**src/rtl/regfile_pkg.sv**
```systemverilog
// ============================================================================
// Module      : regfile_pkg
// Description : Shared defaults, clear-FSM state type and slice helper for
//               the parametrised register file.
// Revision    : 1.0 - initial release
// ============================================================================
`default_nettype none

package regfile_pkg;

    localparam int DEF_DATA_W = 8;
    localparam int DEF_DEPTH  = 8;
    localparam int DEF_NUM_RD = 2;

    typedef enum logic [0:0] {
        ST_IDLE  = 1'b0,
        ST_CLEAR = 1'b1
    } state_t;

    // Low bit of field k in a bus packing equal-width fields side by side.
    function automatic int slice_lo(input int k, input int width);
        return k * width;
    endfunction

endpackage

`default_nettype wire

```
**src/rtl/regfile_if.sv**
```systemverilog
// ============================================================================
// Module      : regfile_if
// Description : Write, read, clear and tap signals of the register file.
// Revision    : 1.0 - initial release
// ============================================================================
`default_nettype none

interface regfile_if #(
    parameter int DATA_W = regfile_pkg::DEF_DATA_W,
    parameter int ADDR_W = $clog2(regfile_pkg::DEF_DEPTH),
    parameter int NUM_RD = regfile_pkg::DEF_NUM_RD
);
    logic                     we;
    logic [ADDR_W-1:0]        iaddr;
    logic [DATA_W-1:0]        idata;
    logic [NUM_RD-1:0]        rd_en;
    logic [NUM_RD*ADDR_W-1:0] rd_addr;
    logic [NUM_RD*DATA_W-1:0] rd_data;
    logic [NUM_RD-1:0]        rd_valid;
    logic                     clr_req;
    logic                     busy;
    logic                     clr_done;
    logic [DATA_W-1:0]        rega;
    logic [DATA_W-1:0]        regb;

    modport master (
        output we, iaddr, idata, rd_en, rd_addr, clr_req,
        input  rd_data, rd_valid, busy, clr_done, rega, regb
    );

    modport slave (
        input  we, iaddr, idata, rd_en, rd_addr, clr_req,
        output rd_data, rd_valid, busy, clr_done, rega, regb
    );
endinterface

`default_nettype wire

```
**src/rtl/regfile_rd_port.sv**
```systemverilog
// ============================================================================
// Module      : regfile_rd_port
// Description : One registered read port with range check and valid strobe.
//               REGFILE_BYPASS_EN enables write-first forwarding.
// Revision    : 1.0 - initial release
// ============================================================================
`default_nettype none

module regfile_rd_port #(
    parameter int DATA_W = 8,
    parameter int DEPTH  = 8,
    parameter int ADDR_W = 3
) (
    input  wire logic              clk,
    input  wire logic              rst,
    input  wire logic              rd_en,
    input  wire logic [ADDR_W-1:0] rd_addr,
    input  wire logic [DATA_W-1:0] mem [DEPTH],
    input  wire logic              fwd_en,
    input  wire logic [ADDR_W-1:0] fwd_addr,
    input  wire logic [DATA_W-1:0] fwd_data,
    output logic      [DATA_W-1:0] rd_data,
    output logic                   rd_valid
);
    localparam logic [ADDR_W:0] c_depth = (ADDR_W+1)'(DEPTH);

    logic              w_in_range;
    logic [DATA_W-1:0] w_word;

    assign w_in_range = ({1'b0, rd_addr} < c_depth);

    always_comb begin
        w_word = '0;
        if (w_in_range) begin
            w_word = mem[rd_addr];
`ifdef REGFILE_BYPASS_EN
            if (fwd_en && (fwd_addr == rd_addr)) begin
                w_word = fwd_data;
            end
`endif
        end
    end

`ifndef REGFILE_BYPASS_EN
    logic unused_fwd;
    assign unused_fwd = ^{fwd_en, fwd_addr, fwd_data};
`endif

    always_ff @(posedge clk or posedge rst) begin
        if (rst) begin
            rd_data  <= '0;
            rd_valid <= 1'b0;
        end else begin
            rd_valid <= rd_en;
            if (rd_en) begin
                rd_data <= w_word;
            end
        end
    end

endmodule

`default_nettype wire

```
**src/rtl/regfile_param.sv**
```systemverilog
// ============================================================================
// Module      : regfile_param
// Description : Parametrised register file: one write port, NUM_RD read
//               ports, entry 0/1 taps and a one-entry-per-cycle clear engine.
//               REGFILE_BYPASS_EN enables read-port write forwarding.
// Revision    : 1.0 - initial release
// ============================================================================
`default_nettype none

module regfile_param
    import regfile_pkg::*;
#(
    parameter int DATA_W = DEF_DATA_W,
    parameter int DEPTH  = DEF_DEPTH,
    parameter int NUM_RD = DEF_NUM_RD,
    parameter int ADDR_W = $clog2(DEPTH)
) (
    input wire logic clk,
    input wire logic rst,
    regfile_if.slave bus
);
    localparam logic [ADDR_W:0]   c_depth = (ADDR_W+1)'(DEPTH);
    localparam logic [ADDR_W-1:0] c_last  = ADDR_W'(DEPTH - 1);

    logic [DATA_W-1:0] r_mem [DEPTH];
    state_t            r_state, w_state_nxt;
    logic [ADDR_W-1:0] r_ptr, w_ptr_nxt;
    logic              r_done, w_done_nxt;
    logic [DATA_W-1:0] r_rega, r_regb;
    logic              w_wr_ok;

    // A clear request in the same cycle wins over the write.
    assign w_wr_ok = (r_state == ST_IDLE) && !bus.clr_req && bus.we &&
                     ({1'b0, bus.iaddr} < c_depth);

    always_comb begin
        w_state_nxt = r_state;
        w_ptr_nxt   = r_ptr;
        w_done_nxt  = 1'b0;
        case (r_state)
            ST_IDLE: begin
                if (bus.clr_req) begin
                    w_state_nxt = ST_CLEAR;
                    w_ptr_nxt   = '0;
                end
            end
            ST_CLEAR: begin
                if (r_ptr == c_last) begin
                    w_state_nxt = ST_IDLE;
                    w_done_nxt  = 1'b1;
                end else begin
                    w_ptr_nxt = r_ptr + 1'b1;
                end
            end
            default: w_state_nxt = ST_IDLE;
        endcase
    end

    always_ff @(posedge clk or posedge rst) begin
        if (rst) begin
            r_state <= ST_IDLE;
            r_ptr   <= '0;
            r_done  <= 1'b0;
        end else begin
            r_state <= w_state_nxt;
            r_ptr   <= w_ptr_nxt;
            r_done  <= w_done_nxt;
        end
    end

    always_ff @(posedge clk or posedge rst) begin
        if (rst) begin
            for (int i = 0; i < DEPTH; i++) begin
                r_mem[i] <= '0;
            end
        end else if (r_state == ST_CLEAR) begin
            r_mem[r_ptr] <= '0;
        end else if (w_wr_ok) begin
            r_mem[bus.iaddr] <= bus.idata;
        end
    end

    // Taps always see pre-edge contents; they are never forwarded.
    always_ff @(posedge clk or posedge rst) begin
        if (rst) begin
            r_rega <= '0;
            r_regb <= '0;
        end else begin
            r_rega <= r_mem[0];
            r_regb <= r_mem[1];
        end
    end

    assign bus.busy     = (r_state == ST_CLEAR);
    assign bus.clr_done = r_done;
    assign bus.rega     = r_rega;
    assign bus.regb     = r_regb;

    for (genvar k = 0; k < NUM_RD; k++) begin : g_rd_port
        regfile_rd_port #(
            .DATA_W (DATA_W),
            .DEPTH  (DEPTH),
            .ADDR_W (ADDR_W)
        ) u_rd_port (
            .clk      (clk),
            .rst      (rst),
            .rd_en    (bus.rd_en[k]),
            .rd_addr  (bus.rd_addr[slice_lo(k, ADDR_W) +: ADDR_W]),
            .mem      (r_mem),
            .fwd_en   (w_wr_ok),
            .fwd_addr (bus.iaddr),
            .fwd_data (bus.idata),
            .rd_data  (bus.rd_data[slice_lo(k, DATA_W) +: DATA_W]),
            .rd_valid (bus.rd_valid[k])
        );
    end

endmodule

`default_nettype wire

```
**src/flat_wrapper.sv**
```systemverilog
// flat-port wrapper written by rule: the top's interface ports become plain ports
module regfile_param_flat import regfile_pkg::*;
#(
    parameter int DATA_W = DEF_DATA_W,
    parameter int DEPTH  = DEF_DEPTH,
    parameter int NUM_RD = DEF_NUM_RD,
    parameter int ADDR_W = $clog2(DEPTH)
)
  (clk, rst, bus_we, bus_iaddr, bus_idata, bus_rd_en, bus_rd_addr, bus_clr_req, bus_rd_data, bus_rd_valid, bus_busy, bus_clr_done, bus_rega, bus_regb);
  regfile_if #(.DATA_W(DATA_W), .ADDR_W(ADDR_W), .NUM_RD(NUM_RD)) bus_i ();
  input wire logic clk;
  input wire logic rst;
  input wire logic [$bits(bus_i.we)-1:0] bus_we;
  input wire logic [$bits(bus_i.iaddr)-1:0] bus_iaddr;
  input wire logic [$bits(bus_i.idata)-1:0] bus_idata;
  input wire logic [$bits(bus_i.rd_en)-1:0] bus_rd_en;
  input wire logic [$bits(bus_i.rd_addr)-1:0] bus_rd_addr;
  input wire logic [$bits(bus_i.clr_req)-1:0] bus_clr_req;
  output wire logic [$bits(bus_i.rd_data)-1:0] bus_rd_data;
  output wire logic [$bits(bus_i.rd_valid)-1:0] bus_rd_valid;
  output wire logic [$bits(bus_i.busy)-1:0] bus_busy;
  output wire logic [$bits(bus_i.clr_done)-1:0] bus_clr_done;
  output wire logic [$bits(bus_i.rega)-1:0] bus_rega;
  output wire logic [$bits(bus_i.regb)-1:0] bus_regb;
  assign bus_i.we = bus_we;
  assign bus_i.iaddr = bus_iaddr;
  assign bus_i.idata = bus_idata;
  assign bus_i.rd_en = bus_rd_en;
  assign bus_i.rd_addr = bus_rd_addr;
  assign bus_i.clr_req = bus_clr_req;
  assign bus_rd_data = bus_i.rd_data;
  assign bus_rd_valid = bus_i.rd_valid;
  assign bus_busy = bus_i.busy;
  assign bus_clr_done = bus_i.clr_done;
  assign bus_rega = bus_i.rega;
  assign bus_regb = bus_i.regb;
  regfile_param #(.DATA_W(DATA_W), .DEPTH(DEPTH), .NUM_RD(NUM_RD), .ADDR_W(ADDR_W)) u_core (.clk(clk), .rst(rst), .bus(bus_i));
endmodule
```
**config.mk**
```make
export PLATFORM = sky130hd
export DESIGN_NAME = regfile_param_flat
export DESIGN_NICKNAME = d
export VERILOG_FILES = /design/src/rtl/regfile_pkg.sv /design/src/rtl/regfile_if.sv /design/src/rtl/regfile_rd_port.sv /design/src/rtl/regfile_param.sv /design/src/flat_wrapper.sv
export SDC_FILE = /design/constraint.sdc
export NUM_CORES = 1
export LEC_CHECK = 0
export CAP_MARGIN = 20
export CORE_MARGIN = 2
export CORE_UTILIZATION = 50
export CTS_BUF_LIST = sky130_fd_sc_hd__clkbuf_8 sky130_fd_sc_hd__clkbuf_16
export CTS_CLUSTER_DIAMETER = 50
export DETAILED_ROUTE_END_ITERATION = 8
export PLACE_DENSITY = 0.72
export RECOVER_POWER = 50
export SKIP_CTS_REPAIR_TIMING = 1
export SLEW_MARGIN = 20
export SYNTH_ARGS = -nofsm -noshare
export SYNTH_HDL_FRONTEND = slang
export SYNTH_SLANG_ARGS = --single-unit
```
**constraint.sdc**
```tcl
create_clock -name clk -period 5.5 [get_ports clk]
set_input_delay 0.825 -clock clk [delete_from_list [all_inputs] [get_ports clk]]
set_output_delay 0.825 -clock clk [all_outputs]
set_load 0.02 [all_outputs]
```
==> summary.txt, run 1 <==
===============================================================================
Leakage power                                                          3.026 nW
Register area                                                          2577 um2
Critical path type                                                  in -> async
Summed area of non-filler cells in the final layout                    5917 um2
Post-route clock skew                                                0.01642 ns
Pwr dens                                                           388.6 nW/um2
Worst slew margin relative to its limit                                 -0.9507
Min-delay worst type                                                 reg -> reg
Number of nets at the end of the flow                                       523
Detailed-route DRC error count                                                0
Count of buffers inserted at the top-level ports                             58
Type of destination of the critical path                              async pin
Int Power                                                              1.475 mW
Post-Place Cells                                                            623
TritonCTS clock tree                                                       done
Post-synthesis cell area                                               5181 um2
Final clock period utilization by the worst path                         0.5838
Clk root buf                                                           clkbuf_8
Setup violation total in the final timing report                              0
Sum of overflow across all layers after global routing                        0
Critical Path AT                                                        3.71 ns
Wire length of the first global-routing pass                           20600 um
Total area of multi-input combinational cells                          2361 um2
Final Total Pwr                                                        2.300 mW
Number of cell rows                                                          37
Detailed-route wire length                                             12900 um
Shortest clock period the worst path allows after layout               3.211 ns
Top fanout value on the critical path                                        66
Clock network power share                                                 0.212
Number of H-tree levels                                                       3
Max Clock Freq                                                        311.5 MHz
Detailed-placement wirelength estimate                                  9099 um
Synth-to-Final Area Change                                               14.20%
RSZ-0062 raised after global routing                                         no
Yosys warnings                                                                0
Fraction of layout cells with a size suffix above 1                     0.04374
Overall via count from detail_route                                        3709
Max-cap violations                                                            1
Average vias per placed instance                                          5.804
Failing checks                                                     max-capacitance violations, max-slew violations
Antenna Violating Nets Remaining                                              0
Die width                                                              105.8 um
Number of non-filler instances in the completed layout                      639
Initial antenna violation count                                               0
Synthesized Nets                                                            484
Clock latency reported for the late side of the worst-skew pair         0.38 ns
Number of DRC markers after the initial detailed-route iteration            355
Result of the run                                                  finished with violations
Global-route usage over all layers                                       0.2456
Combinational cell fraction of total power                                0.299
Sort of element at the start of the critical path                  primary input
Wire length per cell after detailed routing                            20.19 um
Power spent charging and discharging nets                              824.7 uW
Endpoints failing hold                                                        0
Fin util                                                                 0.5810
Layout fillers                                                              872
Global placer's final weighted congestion                                0.8462
Vias in the first global route                                             3737
Clock transition at path regs                                           0.10 ns
Post-synthesis register bit count                                           103
Setup TNS                                                                  0 ns
Total cell area at the placement stage                                 5754 um2
Worst supply voltage drop on vdd                                      0.3856 mV
# diodes                                                                      0
Average instance area after synthesis                                 11.29 um2
Full die area                                                         11190 um2
Buffer depth of the longest clock path                                        2
Clock buffer count from CTS                                                   9
Count of different cell masters after synthesis                              29
Number of placed I/O pins                                                    59
TritonCTS sink count                                                        103
Vertical extent of the die                                             105.8 um
Worst Max-Slew Pin Slew                                                2.910 ns
Detailed-routing iteration count for the pre-antenna-repair pass              4
Starting Density                                                         0.5087
Post-Syn Instances                                                          459
Sequential area share after synthesis                                    0.4975
Switching share of total power                                           0.3586
Worst Path Required                                                     6.00 ns
Part of the total power dissipated in sequential elements                 0.489
Largest net degree at the start of global routing                            67
Max Transition Viols Final                                                   67
Floorplan core area                                                   10180 um2
===============================================================================
## per-stage QoR
stage	hold WS [ns]	worst slack, ns
3_3_place_gp	0.4088	2.733
6_report	0.4303	2.289
4_1_cts	0.4337	2.857
5_1_grt	0.4467	1.765
3_5_place_dp	0.4143	2.718
2_1_floorplan	0.3925	1.971
## layout make-up
cell class                 instances  area share
tap                              136     0.02876
clock inverter                     7     0.01205
timing repair buffer              59     0.09770
multi-input combinational        316      0.3990
sequential                       103      0.4356
clock buffer                       9     0.02093
inverter                           9    0.005921
## flip-flops by register name, indices dropped and copies added (netlist names)
name and count:
u_core.r_mem 64, u_core.g_rd_port.u_rd_port.rd_data 16, u_core.bus.rega 8, u_core.bus.regb 8
u_core.r_ptr 3, u_core.g_rd_port.u_rd_port.rd_valid 2, u_core.bus.busy 1, u_core.bus.clr_done 1
## layer usage
| layer | part of all wire | vias up | track usage |
|---|---|---|---|
| met1 | 0.44 | 1859 | 0.3381 |
| met4 | 0.034 | 0 | 0.1100 |
| met3 | 0.056 | 26 | 0.05257 |
| met2 | 0.46 | 117 | 0.3747 |
| met5 | 0 | - | 0 |
| li1 | - | 1707 | - |
## worst paths after layout
kind | cells after the start | end | slack [ns] | from
max | 3 | u_core.r_mem[41] | 2.29 | rst
min | 0 | u_core.bus.rega[6] | 0.43 | u_core.r_mem[62]
max reg2reg | 3 | u_core.r_mem[44] | 3.15 | u_core.bus.busy
min reg2reg | 0 | u_core.bus.rega[6] | 0.43 | u_core.r_mem[62]
max in group clk | 4 | u_core.r_mem[44] | 2.74 | bus_clr_req
min in group asynchronous | 2 | u_core.r_mem[48] | 1.72 | rst
## cells in the mapped netlist
| cell | n | share of area |
|---|---|---|
| and2_1 | 1 | 0.0012 |
| nand2_1 | 67 | 0.049 |
| nand3_1 | 16 | 0.015 |
| mux2i_1 | 112 | 0.22 |
| nand2_2 | 6 | 0.0072 |
| clkbuf_1 | 10 | 0.0072 |
| buf_1 | 3 | 0.0022 |
| and3_1 | 2 | 0.0024 |
| inv_1 | 9 | 0.0065 |
| a211o_1 | 16 | 0.027 |
| nand4b_1 | 3 | 0.0051 |
| nand4bb_1 | 3 | 0.0065 |
| and4bb_4 | 1 | 0.0031 |
| nand4_1 | 1 | 0.0012 |
| mux2_2 | 2 | 0.0043 |
| buf_2 | 7 | 0.0068 |
| o21ai_0 | 3 | 0.0029 |
| dfrtp_1 | 103 | 0.50 |
| buf_6 | 3 | 0.0065 |
| nor4b_4 | 1 | 0.0046 |
| ha_1 | 2 | 0.0048 |
| a22oi_1 | 16 | 0.023 |
| xnor2_1 | 1 | 0.0017 |
| or4b_1 | 1 | 0.0019 |
| nand2b_1 | 5 | 0.0060 |
| nor2_1 | 5 | 0.0036 |
| a41o_1 | 16 | 0.031 |
| nor2b_1 | 36 | 0.043 |
| buf_4 | 8 | 0.012 |
## cells in the final DEF (no fill, tap or decap), types with 9 or more instances in the layout
master           Yosys  final
mux2i_1            112    112
dfrtp_1            103    103
nand2_1             67     72
clkdlybuf4s50_1      0     52
nor2b_1             36     36
a22oi_1             16     16
nand3_1             16     16
a211o_1             16     16
a41o_1              16     16
inv_1                9      9
clkbuf_8             0      9
## logic make-up (layout without fill, tap and decap cells)
| logic type | Yosys count | after routing | synth area share |
|---|---|---|---|
| xor+xnor | 1 | 1 | 0.001691 |
| flops | 103 | 103 | 0.4975 |
| buf+inv | 40 | 84 | 0.04081 |
| mux | 114 | 114 | 0.2207 |
| compound gates | 51 | 51 | 0.08404 |
| simple gates | 148 | 148 | 0.1505 |
| fa+ha+maj | 2 | 2 | 0.004829 |
## worst max-delay path, stage by stage
cell and delay [ns]:
dlygate4sd3_1 0.54, clkinvlp_2 1.64, buf_4 0.68
## power by group through the flow
stage / sequential, mW / clock (mW) / combinational [mW]
floorplan: 1.11 / 0 / 0.465
global placement: 1.12 / 0 / 0.674
detailed placement: 1.14 / 0 / 0.692
CTS: 1.12 / 0.498 / 0.694
global route: 1.15 / 0.526 / 0.754
finish: 1.12 / 0.488 / 0.686
Note: power is estimated with default switching activity, not from simulation.
==> inputs of run 2 (changes only) <==
PLACE_DENSITY = 0.75   (was 0.72)
clock period = 2.65 ns   (was 5.5 ns; I/O delays follow)
==> run 2 against run 1 <==
The run now ends clean. Via count grew 1.4%. Critical path type is now reg -> out. Global-route usage grew 0.73 points. Core utilization grew 1.6 points. Sequential cell count is the same. Worst hold slack gained 0.0070 ns. Routed wire length grew 4.3%. Clock skew shrank 0.0039 ns. Largest cell class unchanged. Sequential power grew 110%. Power grew 120%. Cell area grew 2.8%. Die area is the same.
==> summary.txt, run 2 (synthesis results as in run 1) <==
==================================================================================
Top fanout value on the critical path                                           19   -71%
Worst Max-Slew Pin Slew                                                   1.442 ns   -1.468 ns
Initial antenna violation count                                                  0   unchanged
Leading cell type in the layout, fill and taps excluded                    mux2i_1
Number of DRC markers after the initial detailed-route iteration               275   -23%
Detailed-route wire length                                                13460 um   +4.3%
Shortest clock period the worst path allows after layout                  2.214 ns
Vertical extent of the die                                                105.8 um   unchanged
Antenna Violating Nets Remaining                                                 0   unchanged
Family of cells with the greatest summed delay on the critical path     flip-flops
TritonCTS sink count                                                           103   unchanged
Worst slew margin relative to its limit                                    0.03323   +0.9839
Average vias per placed instance                                             5.824   +0.33%
Smallest hold slack                                                      0.4373 ns   +0.006966 ns
Fraction of layout cells with a size suffix above 1                        0.07255   +0.02881
TritonCTS clock tree                                                          done
Endpoints failing hold                                                           0   unchanged
Crit-path max cell delay                                                   0.72 ns   -0.92 ns
Detailed-routing iteration count for the pre-antenna-repair pass                 4   unchanged
Number of cell rows                                                             37   unchanged
Global placer's final weighted congestion                                   0.9248   +9.3%
Final clock period utilization by the worst path                            0.8356
Registers with the highest flip-flop counts                           u_core.r_mem (64), u_core.g_rd_port.u_rd_port.rd_data (16)
Number of H-tree levels                                                          3   unchanged
Worst path cell trace                                                 clkdlybuf4s50_1
Worst Path Required                                                        2.25 ns   -3.75 ns
Worst supply voltage drop on vdd                                         0.6301 mV   +63%
Wire length per cell after detailed routing                               20.83 um   +3.2%
Clock transition at path regs                                              0.10 ns   about the same
Overall via count from detail_route                                           3762   +1.4%
Setup TNS                                                                     0 ns   unchanged
Sum of buffers and inverters on the critical path                                1   -2
Floorplan core area                                                      10180 um2   unchanged
Full die area                                                            11190 um2   unchanged
Number of placed I/O pins                                                       59   unchanged
Sort of element at the start of the critical path                             flop
Flip-flop count of the largest register, all copies and words added             64   unchanged
Type of destination of the critical path                              primary output
Critical Path Start                                                   u_core.bus.busy
Clock buffer count from CTS                                                      9   unchanged
Reg-to-reg critical path startpoint                                   u_core.bus.busy
Register with the most flip-flops                                     u_core.r_mem
Min-delay worst type                                                    reg -> reg
Critical Path AT                                                           1.82 ns   -1.89 ns
Buffer depth of the longest clock path                                           2   unchanged
Result of the run                                                        completed
Max Clock Freq                                                           451.6 MHz
Highest-count cells in the layout ignoring fill and taps              112 x mux2i_1, 103 x dfrtp_1, 67 x nand2_1
Detailed-route DRC error count                                                   0   unchanged
Wire length of the first global-routing pass                              21290 um   +3.4%
Setup violation total in the final timing report                                 0   unchanged
Post-route clock skew                                                   0.01251 ns   -0.003907 ns
Slowest cell on the critical path                                          dfrtp_1
RSZ-0062 raised after global routing                                            no
Largest net degree at the start of global routing                               42   -37%
Synth-to-Final Area Change                                                  17.41%
Vias in the first global route                                                3775   +1.0%
# diodes                                                                         0   unchanged
Die width                                                                 105.8 um   unchanged
Leakage power                                                             3.104 nW   +2.6%
Pwr dens                                                              815.4 nW/um2   +110%
Detailed-placement wirelength estimate                                     9459 um   +4.0%
Clk root buf                                                              clkbuf_8
Critical path type                                                      reg -> out
Count of buffers inserted at the top-level ports                                58   unchanged
Max-cap violations                                                               0   -1
Starting Density                                                            0.5087   unchanged
Final Total Pwr                                                           4.960 mW   +120%
Sum of overflow across all layers after global routing                           0   unchanged
Number of nets at the end of the flow                                          530   +1.3%
Global-route usage over all layers                                          0.2529   +0.007343
Worst hold path startpoint                                            u_core.r_mem[61]
Max Transition Viols Final                                                       0   -100%
Clock latency reported for the late side of the worst-skew pair            0.38 ns   about the same
==================================================================================
[run 2: cell types whose count changed in the layout (fill, tap and decap cells not counted), moves of 3 or more]
cell / previous run / this run
buf_12: 0 / 4
buf_4: 1 / 4
nand2_1: 72 / 67
nand2_2: 1 / 6
[run 2: per-stage QoR]
step,util,worst slack (ns),instance area [um2],instances
after floorplan,-,1.021,5185,459
after global placement,0.5752,0.5293,5858,630
after detailed placement,0.5752,0.4085,5858,630
after CTS,0.5975,0.4355,6086,646
after global routing,0.5973,0.3592,6083,646
final,0.5973,0.4358,6083,646
[run 2: worst paths after layout]
kind	slack, ns	depth (start not counted)	endpoint
min in group asynchronous	0.79	2	u_core.bus.regb[0]
max in group asynchronous	1.06	3	u_core.r_mem[31]
hold reg to reg	0.44	0	u_core.bus.rega[5]
setup / recovery	0.44	1	bus_busy
setup reg to reg	0.68	3	u_core.r_mem[12]
hold / removal	0.44	0	u_core.bus.rega[5]
[run 2: routing by layer]
metal / global-route usage / wire length, um
met1: 0.3492 / 5910
met2: 0.4074 / 6477
met3: 0.03834 / 714
met4: 0.09117 / 354
met5: 0 / 0
[run 2: layout make-up]
| type | count | area, um2 |
|---|---|---|
| fill | 856 | 4101 |
| sequential | 103 | 2577 |
| multi-input combinational | 316 | 2392 |
| timing repair buffer | 66 | 680.7 |
| tap | 136 | 170.2 |
| clock buffer | 10 | 137.6 |
| clock inverter | 6 | 90.09 |
| inverter | 9 | 35.03 |
[run 2: power by group]
part / internal, mW / switching [mW]
logic: 0.682 / 0.785
clock network: 0.563 / 0.574
registers: 1.96 / 0.398
total: 3.20 / 1.76
